### config.mk
export PLATFORM = sky130hd
export DESIGN_NAME = dp_dr_sel
export DESIGN_NICKNAME = d
export VERILOG_FILES = /design/src/rtl/dp_dr_sel_pkg.sv /design/src/rtl/dp_dr_sel_bypass_reg.sv /design/src/rtl/dp_dr_sel.sv
export SDC_FILE = /design/constraint.sdc
export NUM_CORES = 1
export LEC_CHECK = 0
export ABC_AREA = 0
export BUFFER_PORTS_ARGS = -buffer_cell sky130_fd_sc_hd__buf_2
export CORE_MARGIN = 2
export CORE_UTILIZATION = 40
export CTS_CLUSTER_SIZE = 10
export DETAILED_ROUTE_END_ITERATION = 8
export PLACE_DENSITY = 0.73
export SETUP_SLACK_MARGIN = 0.4
export SLEW_MARGIN = 25
export SYNTH_ARGS = -nofsm -noshare
export SYNTH_HDL_FRONTEND = slang
export SYNTH_HIERARCHICAL = 1
export SYNTH_SLANG_ARGS = --single-unit
### constraint.sdc
create_clock -name tck_i -period 1.2 [get_ports tck_i]
set_input_delay 0.12 -clock tck_i [delete_from_list [all_inputs] [get_ports tck_i]]
set_output_delay 0.12 -clock tck_i [all_outputs]
set_load 0.01 [all_outputs]
### src/rtl/dp_dr_sel_pkg.sv
// Shared constants for the debug data-register selector: IR codes, channel
// indices and the selection record for the default three-channel build.
package dp_dr_sel_pkg;

  localparam int unsigned IrWDefault   = 5;
  localparam int unsigned NumChDefault = 3;

  localparam logic [IrWDefault-1:0] IrIdcode = 5'h01;
  localparam logic [IrWDefault-1:0] IrDtmcs  = 5'h10;
  localparam logic [IrWDefault-1:0] IrDmi    = 5'h11;
  localparam logic [IrWDefault-1:0] IrBypass = 5'h1f;

  localparam int unsigned ChIdcode = 0;
  localparam int unsigned ChDtmcs  = 1;
  localparam int unsigned ChDmi    = 2;

  typedef struct packed {
    logic [NumChDefault-1:0] oh;
    logic                    byp;
  } dp_dr_sel_t;

endpackage

### src/rtl/dp_dr_sel_bypass_reg.sv
// One-bit BYPASS data register: cleared on capture, loads TDI on shift, only
// while the bypass path is the selected data register.
module dp_bypass_reg (
  input  logic clk_i,
  input  logic rst_ni,
  input  logic clr_i,
  input  logic en_i,
  input  logic capture_i,
  input  logic shift_i,
  input  logic tdi_i,
  output logic q_o
);

  logic q_d, q_q;

  // Capture wins over shift when both strobes are (illegally) high.
  always_comb begin
    q_d = q_q;
    if (clr_i) begin
      q_d = 1'b0;
    end else if (en_i) begin
      if (capture_i) begin
        q_d = 1'b0;
      end else if (shift_i) begin
        q_d = tdi_i;
      end
    end
  end

  always_ff @(posedge clk_i or negedge rst_ni) begin
    if (!rst_ni) begin
      q_q <= 1'b0;
    end else begin
      q_q <= q_d;
    end
  end

  assign q_o = q_q;

endmodule

### src/rtl/dp_dr_sel.sv
// Data-register selector between the TAP controller and the debug DR channels:
// IR decode into a held selection, strobe/TDO routing, bypass and scan-length counter.
module dp_dr_sel
  import dp_dr_sel_pkg::*;
#(
  parameter int unsigned                  NumCh   = 3,
  parameter int unsigned                  IrW     = 5,
  parameter logic [NumCh-1:0][IrW-1:0]    ChCodes = {IrDmi, IrDtmcs, IrIdcode},
  parameter int unsigned                  DefCh   = ChIdcode,
  parameter int unsigned                  CntW    = 8
) (
  input  logic             tck_i,
  input  logic             trst_ni,
  input  logic             tdi_i,
  input  logic [IrW-1:0]   ir_value_i,
  input  logic             update_ir_i,
  input  logic             test_logic_reset_i,
  input  logic             capture_dr_i,
  input  logic             shift_dr_i,
  input  logic             update_dr_i,
  input  logic [NumCh-1:0] ch_en_i,
  input  logic [NumCh-1:0] sdi_i,
  output logic             sdo_o,
  output logic [NumCh-1:0] capture_dr_out_o,
  output logic [NumCh-1:0] shift_dr_out_o,
  output logic [NumCh-1:0] update_dr_out_o,
  output logic [NumCh-1:0] sel_oh_o,
  output logic             bypass_sel_o,
  output logic [CntW-1:0]  shift_cnt_o,
  output logic             shift_cnt_ovf_o
);

  typedef struct packed {
    logic [NumCh-1:0] oh;
    logic             byp;
  } sel_t;

  localparam sel_t            SelRst = '{oh: NumCh'(1) << DefCh, byp: 1'b0};
  localparam logic [CntW-1:0] CntMax = {CntW{1'b1}};

  sel_t            sel_d, sel_q, dec;
  logic [CntW-1:0] cnt_d, cnt_q;
  logic            ovf_d, ovf_q;
  logic            byp_q;
  logic [NumCh-1:0] strobe_gate;

  // Priority match: the lowest enabled channel whose code matches wins.
  always_comb begin
    dec = '{oh: '0, byp: 1'b1};
    for (int unsigned i = 0; i < NumCh; i++) begin
      if (dec.byp && ch_en_i[i] && (ir_value_i == ChCodes[i])) begin
        dec.oh[i] = 1'b1;
        dec.byp   = 1'b0;
      end
    end
  end

  always_comb begin
    sel_d = sel_q;
    if (test_logic_reset_i) begin
      sel_d = SelRst;
    end else if (update_ir_i) begin
      sel_d = dec;
    end
  end

  always_comb begin
    cnt_d = cnt_q;
    ovf_d = ovf_q;
    if (test_logic_reset_i || capture_dr_i) begin
      cnt_d = '0;
      ovf_d = 1'b0;
    end else if (shift_dr_i) begin
      if (cnt_q == CntMax) begin
        ovf_d = 1'b1;
      end else begin
        cnt_d = cnt_q + CntW'(1);
      end
    end
  end

  always_ff @(posedge tck_i or negedge trst_ni) begin
    if (!trst_ni) begin
      sel_q <= SelRst;
      cnt_q <= '0;
      ovf_q <= 1'b0;
    end else begin
      sel_q <= sel_d;
      cnt_q <= cnt_d;
      ovf_q <= ovf_d;
    end
  end

  dp_bypass_reg u_bypass_reg (
    .clk_i     (tck_i),
    .rst_ni    (trst_ni),
    .clr_i     (test_logic_reset_i),
    .en_i      (sel_q.byp),
    .capture_i (capture_dr_i),
    .shift_i   (shift_dr_i),
    .tdi_i     (tdi_i),
    .q_o       (byp_q)
  );

  // Strobes are suppressed while trst is asserted so an aborted scan emits nothing.
  assign strobe_gate      = sel_q.oh & {NumCh{trst_ni}};
  assign capture_dr_out_o = {NumCh{capture_dr_i}} & strobe_gate;
  assign shift_dr_out_o   = {NumCh{shift_dr_i}} & strobe_gate;
  assign update_dr_out_o  = {NumCh{update_dr_i}} & strobe_gate;

  assign sdo_o           = sel_q.byp ? byp_q : |(sdi_i & sel_q.oh);
  assign sel_oh_o        = sel_q.oh;
  assign bypass_sel_o    = sel_q.byp;
  assign shift_cnt_o     = cnt_q;
  assign shift_cnt_ovf_o = ovf_q;

endmodule

==> results of run 1 <==
[what timing repair did]
item | in CTS | in global routing
hold buffers | 1 | 0
hold endpoints to repair | 14 | 0
pin swaps | 13 | 11
setup endpoints to repair | 35 | 45
cloned | 0 | 0
buffers inserted | 6 | 13
resized for setup | 42 | 25
[registers in the layout (all words and copies together), names as in the netlist]
name / flops
sel_oh_o: 3
u_bypass_reg/q_o: 1
shift_cnt_ovf_o: 1
shift_cnt_o: 8
bypass_sel_o: 1
[routing by layer]
| layer | routed length [um] | vias to the layer above |
|---|---|---|
| met3 | 181 | 12 |
| met1 | 1530 | 554 |
| met2 | 1800 | 49 |
| li1 | - | 488 |
| met4 | 109 | 0 |
| met5 | 0 | - |
[Yosys cell counts (2+ instances only)]
| cell type | count | area, sq um |
|---|---|---|
| a211oi_1 | 3 | 22.5 |
| a21oi_1 | 5 | 25.0 |
| a31oi_1 | 4 | 25.0 |
| and3_1 | 13 | 81.3 |
| dfrtp_1 | 13 | 325 |
| inv_1 | 4 | 15.0 |
| mux2i_1 | 4 | 40.0 |
| nand2_1 | 8 | 30.0 |
| nand3_1 | 2 | 10.0 |
| nand4b_1 | 2 | 17.5 |
| nor2_1 | 4 | 15.0 |
[final timing paths]
check	endpoint	depth (start not counted)	slack, ns	start
max in group asynchronous	shift_cnt_o[4]	3	0.74	trst_ni
min in group tck_i	sel_oh_o[2]	2	0.09	test_logic_reset_i
min	shift_cnt_o[1]	2	0.007	trst_ni
max	sdo_o	3	-0.25	sel_oh_o[1]
min reg2reg	bypass_sel_o	2	0.64	bypass_sel_o
max reg2reg	shift_cnt_o[7]	4	-0.10	shift_cnt_o[0]
[worst max-delay path, delay by kind of cell, from the launching register on]
kind | cells | cell delay [ns]
muxes | 1 | 0.13
AOI/OAI and AO/OA | 1 | 0.31
buffers and inverters | 1 | 0.16
DFF | 1 | 0.45
[where the power goes]
part / switching (mW) / total, mW / internal, mW
registers: 0.0111 / 0.493 / 0.481
logic: 0.102 / 0.211 / 0.109
clock network: 0.174 / 0.304 / 0.129
[area by class of cell]
class                   count  area share, %
multi-input cells          67           38.6
clock buffers               4           1.55
well taps                  27           2.00
repair buffers             72           36.0
inverters                   4          0.888
flip-flops and latches     14           20.9
[cell families after synthesis]
kind of cell,share of synthesized area [%]
adder cells (fa/ha/maj),1.50
AO/OA/AOI/OAI,16.6
buffers and inverters,2.84
AND/OR/NAND/NOR,32.2
flip-flops,42.1
multiplexers,4.79
[metrics by stage]
step / utilization [%] / hold WS, ns / cells / setup TNS (ns)
2_1_floorplan: - / -0.176 / 87 / -0.171
3_3_place_gp: 59.9 / -0.0000669 / 164 / -0.0145
3_5_place_dp: 59.9 / 0.00523 / 164 / -0.131
4_1_cts: 75.6 / 0.0966 / 175 / -0.529
5_1_grt: 86.2 / 0.0468 / 188 / -1.85
6_report: 86.2 / 0.00717 / 188 / -1.03
==> impl_metrics.ini, run 1 <==
[sta]
hold_viol = 0
maxSlewViolCount = 0
rsz0062_at_grt = yes
slew-limit-headroom_pct = 77.4
period_minus_slack_ns = 1.45
fin_ws_ns = -0.252
max_slew.worst_pin.slew_ns = 0.339
timing.fmax_mhz = 689
finClkSkew_ns = 0.0168
period_share_pct = 121
setup_violations = 15

[grt]
met1_usage_pct = 34.8
gr-usage-met3_pct = 4.24
grtUsageTotal_pct = 25.3
grt_overflow = 0
grt_pass1_wl_um = 4730
grt_util_met2_pct = 40.4
grt_max_degree = 11
first_global_vias = 985
antenna_found_initial = 0
grt_busiest_layer = met2

[placed_design]
dp_hpwl_um = 1680
place_area_sq_um = 1170
io_buffer_count = 41
gp_congestion = 0.799
place_ws_ns = -0.0684

[finish]
final_common_cell = buf_6
fillers = 102
n_antenna_cell = 0
multi_input_area_sq_um = 653
syn_to_final_growth_pct = 102
design_area_sq_um = 1690
drive_gt1_share_pct = 69.6
fin_nets = 182
regArea_sq_um = 354
layout_common_cells = buf_6 (30), buf_2 (23), buf_4 (17), and3_4 (11), dfrtp_1 (11)

[die]
dieArea_sq_um = 2470
ios = 42
die_w_um = 49.7
start_util_pct = 42.6
die_y_um = 49.7
row_count = 16
core-area_sq_um = 1960

[yosys]
yosys_warnings = 6
synth_edf_count = 0
avgSynthCellArea_sq_um = 9.61
synth_fp_nets = 107
synthDistinctLibCells = 36
ys_seq_area_share_pct = 42.1
synth_top_flop_cell = dfrtp_1
ys_seq_elements = 14
synthArstFlopShare_pct = 100
syn_inst = 87
synth_area_sq_um = 836

[clocking]
cts.sinks = 14
root_buffer = clkbuf_4
worstSkewPairLatency_ns = 0.30
cts_buffer_depth = 2
numCtsBuffers = 3
cts.clk_slew.worst_paths_ns = 0.10
cts-htree-levels = 1
cts_tree = done

[worst_setup_path]
path_cells = a222oi_1 -> mux2i_1 -> buf_2
end_kind = primary output
max_stage_delay_ns = 0.45
worstPathRequired_ns = 1.08
worst_setup_path_start_kind = register
crit_path_top_delay_cell = dfrtp_1
crit_type = register to primary output
cp_max_fo = 5
cp.arrival_ns = 1.33

[drt]
drtIter0Drc = 32
postRouteAntennaNets = 0
drt_pre_antenna_iters = 4
finalWirelength_um = 3630
wl_per_cell_um = 19.3
vias = 1103
via_per_inst = 5.87
drc = 0

[worst_hold_path]
hold_class = input port to async pin

[pwr]
leakagePower_nw = 0.787
power_mw = 1.01
power_density_nw_per_um2 = 596
ir_drop_uv = 514

[run_status]
status = finished, violations left
violations = negative setup slack

[run]
drv_cap = 0
(Power assumes the default switching activity.)
==> run 2: changes to the inputs <==
--- a/config.mk
+++ b/config.mk
@@ -11,3 +11,2 @@
 export CORE_UTILIZATION = 40
-export CTS_CLUSTER_SIZE = 10
 export DETAILED_ROUTE_END_ITERATION = 8
@@ -20 +19,2 @@
 export SYNTH_SLANG_ARGS = --single-unit
+export TNS_END_PERCENT = 100
==> constraint.sdc (replaced) <==
create_clock -name tck_i -period 1.2 [get_ports tck_i]
set_input_delay 0.06 -clock tck_i [delete_from_list [all_inputs] [get_ports tck_i]]
set_output_delay 0.06 -clock tck_i [all_outputs]
set_load 0.01 [all_outputs]
==> impl_metrics.ini, run 2 (synthesized netlist as in run 1, its figures left out) <==
[worst_setup_path]
cp_max_fo = 2
rrSetupSlack_ns = -0.12
r2r-start = shift_cnt_o[1]
reg2reg_to = shift_cnt_o[7]
worst_setup_path_start_kind = register
crit_path_start = sel_oh_o[2]
cp.arrival_ns = 1.32
worstPathRequired_ns = 1.14
crit_type = register to primary output
end_kind = primary output
rr_worst_depth = 4

[finish]
final_common_cell = buf_6
drive_gt1_share_pct = 66.9
fin_nets = 178
fillers = 131
syn_to_final_growth_pct = 94.6
largest_register_ffs = 8
final_cells = 184
regArea_sq_um = 355
layout_common_cells = buf_6 (32), buf_2 (24), buf_4 (11), dfrtp_1 (10), and3_4 (8)
multi_input_area_sq_um = 611
design_area_sq_um = 1630
n_antenna_cell = 0

[sta]
setup_violations = 15
hold_viol = 5
period_minus_slack_ns = 1.38
whs_ns = -0.0362
finClkSkew_ns = 0.00136
slew-limit-headroom_pct = 73.9
period_share_pct = 115
rsz0062_at_grt = yes
maxSlewViolCount = 0
fin_ws_ns = -0.176
timing.fmax_mhz = 727
max_slew.worst_pin.slew_ns = 0.391

[clocking]
cts.clk_slew.worst_paths_ns = 0.09
cts_buffer_depth = 2
cts_tree = done
root_buffer = clkbuf_4
worstSkewPairLatency_ns = 0.28
cts-htree-levels = 1
cts.sinks = 14
cts_hold_buffers = 1
numCtsBuffers = 3

[placed_design]
place_area_sq_um = 1170
dp_hpwl_um = 1750
dp_cells = 164
gp_congestion = 0.802
io_buffer_count = 41

[drt]
via_per_inst = 5.80
drt_pre_antenna_iters = 4
drtIter0Drc = 30
vias = 1068
drc = 0
finalWirelength_um = 3610
wl_per_cell_um = 19.6
postRouteAntennaNets = 0

[die]
start_util_pct = 42.6
ios = 42
dieArea_sq_um = 2470
row_count = 16
core-area_sq_um = 1960
die_w_um = 49.7
die_y_um = 49.7

[grt]
first_global_vias = 961
grt_overflow = 0
grt_max_degree = 11
grt_pass1_wl_um = 4640
grtUsageTotal_pct = 24.3
antenna_found_initial = 0

[pwr]
ir_drop_uv = 430
power_density_nw_per_um2 = 650
leakagePower_nw = 0.765

[run_status]
violations = negative hold slack, negative setup slack
status = finished, violations left

[run]
drv_cap = 0

[worst_hold_path]
hold_class = input port to async pin
## run 2: worst max path at each step
stage               slack [ns]              to  cells past startpoint
finish                   -0.18           sdo_o                      3
global route             -0.23           sdo_o                      3
CTS                      -0.11           sdo_o                      3
detailed placement       -0.08  shift_cnt_o[6]                      4
global placement         -0.01  shift_cnt_o[6]                      4
floorplan                -0.10  shift_cnt_o[6]                      4
## run 2: repair_timing
action,CTS,global route
endpoints found under the hold margin,14,5
setup buffers,6,9
gates resized for setup,39,23
pin swaps,22,11
endpoints found under the setup margin,35,45
## run 2: layout make-up
class | instances | area share, %
sequential | 14 | 21.8
inverter | 4 | 0.923
tap | 27 | 2.08
clock buffer | 4 | 2.23
multi-input combinational | 67 | 37.5
timing repair buffer | 68 | 35.4
## run 2: report_power, final
part / switching, mW / total, mW / internal (mW)
Clock: 0.174 / 0.358 / 0.185
Combinational: 0.100 / 0.205 / 0.105
Sequential: 0.0123 / 0.494 / 0.481
Total: 0.286 / 1.06 / 0.771
## run 2: metal layers
metal  share of wire (%)  up-vias  wire [um]  global-route usage (%)
met5                   0        -          0                       0
met4                 3.4        0        124                    6.02
met3                 4.7       12        170                    3.64
met2                  52       50       1890                    42.0
met1                  39      527       1420                    31.8
li1                    -      479          -                       -
## run 2: metrics by stage
step	hold slack, ns	utilization (%)	power (mW)	setup TNS (ns)	setup WS (ns)
after global placement	-0.0592	59.9	0.641	-0.0147	-0.0147
after detailed placement	-0.0512	59.9	0.646	-0.118	-0.0774
after CTS	0.0309	74.4	1.02	-0.299	-0.113
after global routing	-0.00802	82.9	1.09	-1.71	-0.228
final	-0.0362	82.9	1.06	-1.16	-0.176
after floorplan	-0.236	-	0.558	-0.171	-0.103
## run 2: worst max-delay path, cell delays in order, from the launching register on
cell and delay (ns):
dfrtp_1 0.41, a222oi_1 0.34, mux2i_1 0.12, buf_2 0.16
==> run 3: changes to the inputs <==
- PLACE_DENSITY: 0.73 -> 0.76
==> impl_metrics.ini, run 3 (synthesized netlist as in run 1, its figures left out) <==
[clocking]
cts-htree-levels = 1
numCtsBuffers = 3
cts_tree = done
cts_buffer_depth = 2
cts.clk_slew.worst_paths_ns = 0.10
root_buffer = clkbuf_4
worstSkewPairLatency_ns = 0.29
cts.sinks = 14

[worst_setup_path]
cp_max_fo = 5
worst_setup_path_start_kind = register
r2r-start = shift_cnt_o[0]
endpoint = sdo_o
crit_type = register to primary output
end_kind = primary output
reg2reg_to = shift_cnt_o[3]
cp.arrival_ns = 1.29
worstPathRequired_ns = 1.14
rrSetupSlack_ns = -0.08
rr_worst_depth = 5
crit_path_start = sel_oh_o[0]

[finish]
drive_gt1_share_pct = 67.5
fillers = 126
n_antenna_cell = 0
multi_input_area_sq_um = 627
syn_to_final_growth_pct = 96.7
regArea_sq_um = 355
final_common_cell = buf_6
largest_register_ffs = 8
layout_common_cells = buf_6 (35), buf_2 (20), and3_4 (12), dfrtp_1 (10), buf_4 (8)
fin_nets = 175

[die]
start_util_pct = 42.6
die_y_um = 49.7
core-area_sq_um = 1960
row_count = 16
dieArea_sq_um = 2470
ios = 42
die_w_um = 49.7

[grt]
grtUsageTotal_pct = 27.4
antenna_found_initial = 0
grt_overflow = 0
grt_pass1_wl_um = 5130
first_global_vias = 1090
grt_max_degree = 11

[placed_design]
dp_hpwl_um = 1760
io_buffer_count = 41
gp_congestion = 0.840

[pwr]
leakagePower_nw = 0.739
power_density_nw_per_um2 = 640
ir_drop_uv = 531
power_mw = 1.05

[sta]
setup_violations = 13
slew-limit-headroom_pct = 71.2
period_share_pct = 113
timing.fmax_mhz = 738
maxSlewViolCount = 0
max_slew.worst_pin.slew_ns = 0.426
period_minus_slack_ns = 1.35
rsz0062_at_grt = yes
finClkSkew_ns = 0.00746
hold_viol = 0
whs_ns = 0.0246
finalSetupTns_ns = -0.471
fin_ws_ns = -0.154

[drt]
vias = 1056
wl_per_cell_um = 18.3
drtIter0Drc = 28
drt_pre_antenna_iters = 4
drc = 0
postRouteAntennaNets = 0
via_per_inst = 5.83
finalWirelength_um = 3320

[run_status]
status = finished, violations left
violations = negative setup slack

[worst_hold_path]
min_from = test_logic_reset_i
hold_class = input port to register

[run]
drv_cap = 0
## run 3: cell types whose count changed in the layout (fill, tap and decap cells not counted), moves of 3 or more
| cell | delta |
|---|---|
| buf_6 | +3 |
| buf_2 | -4 |
| buf_4 | -3 |
| and3_4 | +4 |
| and3_1 | -4 |
## run 3: layout make-up
cell class | instances | share of cell area [%]
Sequential cell | 14 | 21.6
Timing Repair Buffer | 65 | 35.1
Inverter | 4 | 0.913
Multi-Input combinational cell | 67 | 38.1
Tap cell | 27 | 2.05
Clock buffer | 4 | 2.21
## run 3: repair_timing
item                                   in CTS  in global routing
setup buffers                               7                  5
endpoints found under the hold margin      14                  3
setup endpoints to repair                  35                 39
hold buffers                                1                  1
resized for setup                          47                 19
pin swaps                                  14                  8
## run 3: how the worst min path moves through the flow
stage / to / slack, ns / cells past startpoint
3_3_place_gp: sel_oh_o[1] / -0.08 / 1
2_1_floorplan: bypass_sel_o / -0.24 / 0
6_report: sel_oh_o[1] / 0.02 / 2
4_1_cts: sel_oh_o[2] / 0.02 / 2
3_5_place_dp: sel_oh_o[1] / -0.08 / 1
5_1_grt: sel_oh_o[1] / 0.03 / 2
## run 3: critical path, stage by stage, from the launching register on
cell and delay, ns:
dfstp_2 0.41, a222oi_1 0.32, mux2i_1 0.12, buf_2 0.15
## run 3: routing by layer
| layer | track usage (%) | wire, um | share of wire [%] | vias up |
|---|---|---|---|---|
| met3 | 4.24 | 145 | 4.4 | 6 |
| met1 | 30.9 | 1360 | 41 | 530 |
| met4 | 11.6 | 72 | 2.2 | 0 |
| li1 | - | - | - | 472 |
| met2 | 50.7 | 1750 | 53 | 48 |
| met5 | 0 | 0 | 0 | - |
## run 3: through the flow
step                util [%]  setup WS [ns]  instance area [sq um]  std cells
detailed placement      59.5        -0.0359                   1170        163
floorplan                  -         -0.103                    868         87
finish                  83.8         -0.154                   1640        181
global route            83.8         -0.240                   1640        181
CTS                     76.0         -0.134                   1490        175
global placement        59.5        -0.0125                   1170        163
## run 3: where the power goes
part | total [mW] | switching [mW] | internal (mW)
Sequential | 0.494 | 0.0124 | 0.482
Combinational | 0.202 | 0.0972 | 0.105
Clock | 0.356 | 0.171 | 0.185
Total | 1.05 | 0.281 | 0.771
